### src/rtl/gpio_cfg_pkg.sv
// Shared definitions for the GPIO configuration shift chain: per-pad field offsets
// and the loader sequencing states.
package gpio_cfg_pkg;

    localparam int PAD_CTRL_BITS = 10;

    // Bit offsets inside one pad's control word.
    localparam int MGMT_EN = 0;
    localparam int OE_OVR  = 1;
    localparam int IE      = 2;
    localparam int OE      = 3;
    localparam int SCHMITT = 4;
    localparam int SLEW    = 5;
    localparam int PD      = 6;
    localparam int PU      = 7;
    localparam int DRIVE   = 8;
    localparam int DRIVE_W = 2;

    typedef enum logic [2:0] {
        IDLE   = 3'd0,
        SETUP  = 3'd1,
        HIGH   = 3'd2,
        LOAD   = 3'd3,
        FINISH = 3'd4
    } state_e;

endpackage

### src/rtl/gpio_serial_loader.sv
// Snapshots a flat pad configuration image and shifts it MSB-first through the GPIO
// control-block daisy chain, then strobes chain_load so every block latches its word.
module gpio_serial_loader
    import gpio_cfg_pkg::*;
#(
    parameter int NUM_GPIO      = 19,
    parameter int PAD_CTRL_BITS = gpio_cfg_pkg::PAD_CTRL_BITS,
    parameter int LOAD_CYC      = 2
) (
    input  logic                                serial_clock,
    input  logic                                resetn,
    input  logic                                start,
    input  logic [NUM_GPIO*PAD_CTRL_BITS-1:0]   cfg_data,
    output logic                                busy,
    output logic                                done,
    output logic                                chain_clock,
    output logic                                chain_data,
    output logic                                chain_load,
    output gpio_cfg_pkg::state_e                state
);

    localparam int TOTAL = NUM_GPIO * PAD_CTRL_BITS;
    localparam int CW    = $clog2(TOTAL);
    localparam logic [CW-1:0] LAST_BIT = CW'(TOTAL - 1);
    localparam logic [CW-1:0] HOLD_CNT = CW'(LOAD_CYC);

    // Handshake: start is a single-cycle request sampled only in IDLE, never while
    // done is high and never on the first edge after reset release; no queuing.
    logic [TOTAL-1:0] snapshot;
    logic [CW-1:0]    cnt;
    logic             armed;

    always_ff @(posedge serial_clock or negedge resetn) begin
        if (!resetn) begin
            state       <= IDLE;
            snapshot    <= '0;
            cnt         <= '0;
            armed       <= 1'b0;
            busy        <= 1'b0;
            done        <= 1'b0;
            chain_clock <= 1'b0;
            chain_data  <= 1'b0;
            chain_load  <= 1'b0;
        end else begin
            armed <= 1'b1;
            done  <= 1'b0;
            case (state)
                IDLE: begin
                    if (start && armed && !done) begin
                        snapshot <= cfg_data;
                        cnt      <= LAST_BIT;
                        busy     <= 1'b1;
                        state    <= SETUP;
                    end
                end
                SETUP: begin
                    chain_clock <= 1'b0;
                    chain_data  <= snapshot[cnt];
                    state       <= HIGH;
                end
                HIGH: begin
                    chain_clock <= 1'b1;
                    if (cnt == '0) begin
                        // The bit counter doubles as the load-hold counter.
                        cnt   <= HOLD_CNT;
                        state <= LOAD;
                    end else begin
                        cnt   <= cnt - 1'b1;
                        state <= SETUP;
                    end
                end
                LOAD: begin
                    chain_clock <= 1'b0;
                    chain_data  <= 1'b0;
                    if (cnt == '0) begin
                        chain_load <= 1'b0;
                        state      <= FINISH;
                    end else begin
                        chain_load <= 1'b1;
                        cnt        <= cnt - 1'b1;
                    end
                end
                FINISH: begin
                    done  <= 1'b1;
                    busy  <= 1'b0;
                    state <= IDLE;
                end
                default: state <= IDLE;
            endcase
        end
    end

endmodule

### config.mk
export PLATFORM = sky130hd
export DESIGN_NAME = gpio_serial_loader
export DESIGN_NICKNAME = d
export VERILOG_FILES = /design/src/rtl/gpio_cfg_pkg.sv /design/src/rtl/gpio_serial_loader.sv
export SDC_FILE = /design/constraint.sdc
export NUM_CORES = 1
export LEC_CHECK = 0
export CELL_PAD_IN_SITES_DETAIL_PLACEMENT = 1
export CELL_PAD_IN_SITES_GLOBAL_PLACEMENT = 2
export CORE_ASPECT_RATIO = 1.5
export CORE_UTILIZATION = 44
export DETAILED_ROUTE_END_ITERATION = 7
export DONT_BUFFER_PORTS = 1
export PLACE_DENSITY = 0.85
export SLEW_MARGIN = 10
export SYNTH_ARGS = -nofsm -noshare
export SYNTH_HDL_FRONTEND = slang
export SYNTH_SLANG_ARGS = --single-unit
### constraint.sdc
create_clock -name serial_clock -period 3.3 [get_ports serial_clock]
set_input_delay 0.99 -clock serial_clock [delete_from_list [all_inputs] [get_ports serial_clock]]
set_output_delay 0.99 -clock serial_clock [all_outputs]
set_load 0.01 [all_outputs]
==> results.json, run 1 <==
{
  "worstSkewPairLatency_ps": 510,
  "maxCapViolations": 0,
  "cts_root_buf": "clkbuf_16",
  "ys.warnings.count": 0,
  "start_kind": "flip-flop",
  "yosys.area_share.simple": 0.0291,
  "path_max_fanout": 15,
  "synth-main-ff-cell": "dfrtp_1",
  "wl_per_cell_microns": 25.2,
  "endpoint_kind": "flip-flop",
  "stdcell_count": 903,
  "post_cts_buffers": 0,
  "setup_viol": 0,
  "grt_antenna_before_repair": 6,
  "die_h_microns": 181,
  "vias_per_cell": 5.86,
  "die_area_sq_um": 22000,
  "ys_ff_latch": 207,
  "first_pass_iters": 4,
  "initial_core_util": 0.449,
  "port_buffers": 0,
  "irDropWorstVdd_uv": 503,
  "layout_common_cells": "205 x dfrtp_1, 191 x mux2_2, 34 x mux4_2",
  "syn_to_final_growth_pct": 10.1,
  "core_area_sq_um": 21000,
  "r2r-end": "cnt[5]",
  "async_flop_share": 1.00,
  "n_fill_cell": 2046,
  "route.detailed.drc": 0,
  "grt_pass1_vias": 6149,
  "place_area_sq_um": 9740,
  "ys_seq_area_frac": 0.550,
  "criticalPathCategory": "reg2reg",
  "grt_max_degree": 208,
  "grt_pass1_wl_microns": 35900,
  "wl_microns": 22800,
  "hold_buffers": 0,
  "dp_hpwl_microns": 16200,
  "syn_nets": 818,
  "ys_top_cells_by_area": "dfrtp_1 55%, mux2_2 23%, mux4_2 8.1%",
  "synth_fa_ha_area_frac": 0.00266,
  "slew-limit-headroom": 0.504,
  "dp.cells": 864,
  "hold_viol": 0,
  "worst_slew_pin_slew_ps": 745,
  "cts_made_buffers": 21,
  "dieWidth_microns": 121,
  "drive_gt1_frac": 0.433,
  "cts_resized": 0,
  "final_nets": 814,
  "syn_area_sq_um": 9420,
  "synth_edf_count": 0,
  "rsz0062_at_grt": "false",
  "synth_top_family_by_area": "multiplexers",
  "grt_usage": 0.216,
  "route.antenna.remaining_nets": 0,
  "globalplace.congestion": 0.746,
  "r2r_start": "cnt[4]",
  "fmax_mhz": 389,
  "yosys.area.top_type": "dfrtp_1",
  "synth_compound_area_frac": 0.0429,
  "p_per_area_nw_per_um2": 967,
  "clkTransAtPathRegs_ps": 60,
  "synth_cell_type_count": 46,
  "status": "complete, no violations",
  "p_leak_nw": 4.44,
  "avgSynthCellArea_sq_um": 15.1,
  "first_iter_violations": 243,
  "r2r_setup_slack_ps": 730,
  "vias": 5289,
  "tns_ps": 0,
  "clock_skew_ps": 12.5,
  "overflow": 0,
  "ios": 201,
  "synthXorXnorAreaFrac": 0.000930,
  "min_period_over_period": 0.778,
  "netlist.area_leader.share": 0.550,
  "layout_commonest_cell": "dfrtp_1",
  "clock-sinks": 207,
  "layout_min_cycle_time_ps": 2570,
  "clk_path_buf_depth": 3,
  "slew_viol_final": 0,
  "cts_tree": "done",
  "min_path_type": "in2async",
  "ff2ff_path_depth": 6,
  "h-tree-depth": 1,
  "cp.arrival_ps": 2940,
  "synthMuxAreaShare": 0.351,
  "rows": 65,
  "final_area_sq_um": 10400,
  "synthCells": 623,
  "multi_input_area_sq_um": 4030,
  "register_area_sq_um": 5180,
  "required_ps": 3670
}
-- synthesized netlist by cell type (all sizes together) (2+ instances only) --
cell	number
buf	11
o21ai	20
o221ai	8
nor2b	6
dfrtp	207
nor2	12
ha	2
a21oi	13
nand2	9
mux2	191
mux4	43
and2	3
nor4bb	2
a31oi	2
o22ai	2
inv	9
nand3	2
nand2b	3
a22oi	8
clkbuf	29
mux2i	15
nor3	7
-- cells by family after synthesis --
kind of cell	count (synthesis)
XOR/XNOR	1
other	1
AND/OR/NAND/NOR	51
adder cells (fa/ha/maj)	2
buffers and inverters	49
AO/OA/AOI/OAI	63
flip-flops	207
multiplexers	249
-- registers in the layout, indices dropped and copies added (netlist names) --
register and flops:
state 3, chain_clock 1, done 1, chain_data 1, armed 1, snapshot 190, cnt 8, busy 1
chain_load 1
-- layout make-up --
| type | instances | share of cell area |
|---|---|---|
| clock inverters | 7 | 0.00374 |
| inverters | 9 | 0.00326 |
| multi-input cells | 367 | 0.388 |
| repair buffers | 13 | 0.0154 |
| diodes | 5 | 0.00121 |
| well taps | 268 | 0.0323 |
| clock buffers | 27 | 0.0557 |
| flip-flops and latches | 207 | 0.500 |
-- power by group --
group | switching (mW) | internal (mW)
Combinational | 1.34 | 2.00
Sequential | 0.757 | 3.73
Clock | 0.978 | 1.23
-- metal layers --
layer | up-vias | part of all wire | global-route usage
met4 | 2 | 0.024 | 0.0696
met2 | 145 | 0.56 | 0.404
li1 | 2323 | - | -
met3 | 32 | 0.054 | 0.0455
met1 | 2787 | 0.36 | 0.238
met5 | - | 0.00057 | 0
-- worst max-delay path by stage --
stage | start | to | slack, ps
after floorplan | start | snapshot[100] | 980
after detailed placement | start | snapshot[70] | 670
after CTS | cnt[4] | cnt[5] | 740
final | cnt[4] | cnt[5] | 730
after global placement | start | snapshot[116] | 640
after global routing | cnt[4] | cnt[7] | 510
-- stage by stage --
step                       util  total power [mW]  hold slack (ps)  setup slack [ps]
after floorplan               -              6.90              470               981
after global placement    0.464              7.63              481               635
after detailed placement  0.464              7.93              485               672
after CTS                 0.494              10.2              161               740
after global routing      0.494              10.6              163               506
final                     0.494              10.0              181               731
-- worst max-delay path: stages, from the launching register on --
cell and delay, ps:
dfrtp_1 600, nor3_1 530, nand4b_1 190, a21oi_1 620, nor2b_1 190, a31oi_1 200, o21ai_0 90
(Power assumes the default switching activity.)
==> run 2: changes to the inputs <==
Settings changed: CORE_UTILIZATION 44 to 40, PLACE_DENSITY 0.85 to 0.82.
Clock period 3.3 ns to 2.15 ns, I/O delays scaled along.
==> results.json, run 2 (synthesis results as in run 1) <==
{
  "wl_per_cell_microns": 23.9,
  "worstSkewPairLatency_ps": 510,
  "slew-limit-headroom": 0.631,
  "required_ps": 2540,
  "largest_register_ffs": 190,
  "r2r_setup_slack_ps": -130,
  "die_area_sq_um": 24200,
  "layout_commonest_cell": "dfrtp_1",
  "criticalPathCategory": "reg2reg",
  "first_iter_violations": 239,
  "clkTransAtPathRegs_ps": 60,
  "grt_max_degree": 208,
  "stdcell_count": 989,
  "h-tree-depth": 1,
  "dieWidth_microns": 127,
  "wl_microns": 23700,
  "cpMostUsedCell": "mux4_2",
  "dp.cells": 935,
  "die_h_microns": 190,
  "cts_made_buffers": 22,
  "critPathTopFamily": "multiplexers",
  "syn_to_final_growth_pct": 16.1,
  "cts_root_buf": "clkbuf_16",
  "dp_hpwl_microns": 17200,
  "pre_cts_slack_ps": -203,
  "drive_gt1_frac": 0.480,
  "hold_ws_ps": -170,
  "first_pass_iters": 4,
  "p_leak_nw": 4.69,
  "ios": 201,
  "route.detailed.drc": 0,
  "rsz0062_at_grt": "true",
  "place_area_sq_um": 10000,
  "path_max_fanout": 5,
  "fmax_mhz": 438,
  "final_area_sq_um": 10900,
  "initial_core_util": 0.409,
  "min_period_over_period": 1.06,
  "overflow": 0,
  "crit_chain": "buf_4 > mux4_2 > mux4_2 > a21oi_2 > o21ai_1 > a32oi_1 > o211ai_1",
  "max_flop_register": "snapshot",
  "clock-sinks": 207,
  "clock_skew_ps": 13.8,
  "maxCapViolations": 0,
  "status": "complete, but fails checks",
  "p_per_area_nw_per_um2": 1510,
  "hold_viol": 207,
  "start_kind": "flip-flop",
  "finalPower_mw": 16.5,
  "setup_viol": 2,
  "grt_pass1_wl_microns": 36600,
  "min_path_type": "in2async",
  "ff2ff_path_depth": 7,
  "grt_pass1_vias": 6260,
  "layout_min_cycle_time_ps": 2280,
  "slowest_delay_ps": 500,
  "violations": "hold timing, setup timing",
  "cp.arrival_ps": 2670,
  "r2r-end": "chain_data",
  "rows": 68,
  "route.antenna.remaining_nets": 0,
  "port_buffers": 0,
  "clk_path_buf_depth": 3,
  "slew_viol_final": 0,
  "setup_slack_ps": -134,
  "vias_per_cell": 5.49,
  "r2r_start": "cnt[0]",
  "grt_usage": 0.200,
  "grt_antenna_before_repair": 5,
  "cp_slowest_cell": "mux4_2",
  "layout_common_cells": "205 x dfrtp_1, 191 x mux2_2, 35 x buf_4",
  "reg.largest.list": "snapshot: 190 flops, cnt: 8 flops, state: 3 flops",
  "vias": 5427,
  "cts_tree": "done",
  "cp_num_buf_inv": 1,
  "endpoint_kind": "flip-flop",
  "fin_util": 0.474,
  "core_area_sq_um": 23100,
  "final_nets": 849,
  "worst_slew_pin_slew_ps": 554,
  "globalplace.congestion": 0.817,
  "irDropWorstVdd_uv": 814
}
==> run 2: cell count changes in the layout (fill, tap and decap cells not counted), sizes merged <==
cell and delta:
clkinvlp +1, buf +33, clkbuf +4, bufinv +2, clkinv +1, inv -2
==> run 2: repair_timing <==
item                                   CTS  global route
pin swaps                                0             5
buffers inserted                         3             6
resized for setup                        4            14
setup endpoints to repair                2             8
cloned                                   0             1
endpoints found under the hold margin  207           207
==> run 2: routing by layer <==
layer | wire (microns) | vias to the layer above | part of all wire | track usage
li1 | - | 2391 | - | -
met4 | 725 | 0 | 0.031 | 0.0829
met5 | 0 | - | 0 | 0
met2 | 13000 | 160 | 0.55 | 0.369
met3 | 1190 | 50 | 0.050 | 0.0366
met1 | 8720 | 2826 | 0.37 | 0.225
==> run 2: power breakdown <==
group	switching, mW	internal, mW
Clock	1.53	2.26
Sequential	1.09	5.72
Combinational	2.31	3.60
==> run 2: layout make-up <==
class / instances / area, sq um
clock buffer: 30 / 622
timing repair buffer: 47 / 503
sequential: 207 / 5180
inverter: 9 / 46.3
tap: 315 / 394
multi-input combinational: 367 / 4080
clock inverter: 9 / 97.6
antenna: 5 / 12.5
fill: 2249 / 12100
==> run 2: worst max path at each step <==
stage / start / end / slack, ps / cells past startpoint
after global placement: cnt[0] / chain_data / -140 / 7
after detailed placement: cnt[0] / chain_data / -200 / 7
after floorplan: cnt[0] / cnt[0] / 2 / 11
after global routing: cnt[0] / chain_data / -210 / 7
final: cnt[0] / chain_data / -130 / 7
after CTS: cnt[0] / chain_data / -160 / 7
==> run 2: per-stage QoR <==
stage	hold slack, ps	setup TNS, ps
after floorplan	349	0
after global placement	355	-140
after detailed placement	354	-267
after CTS	-181	-242
after global routing	-177	-373
final	-170	-177
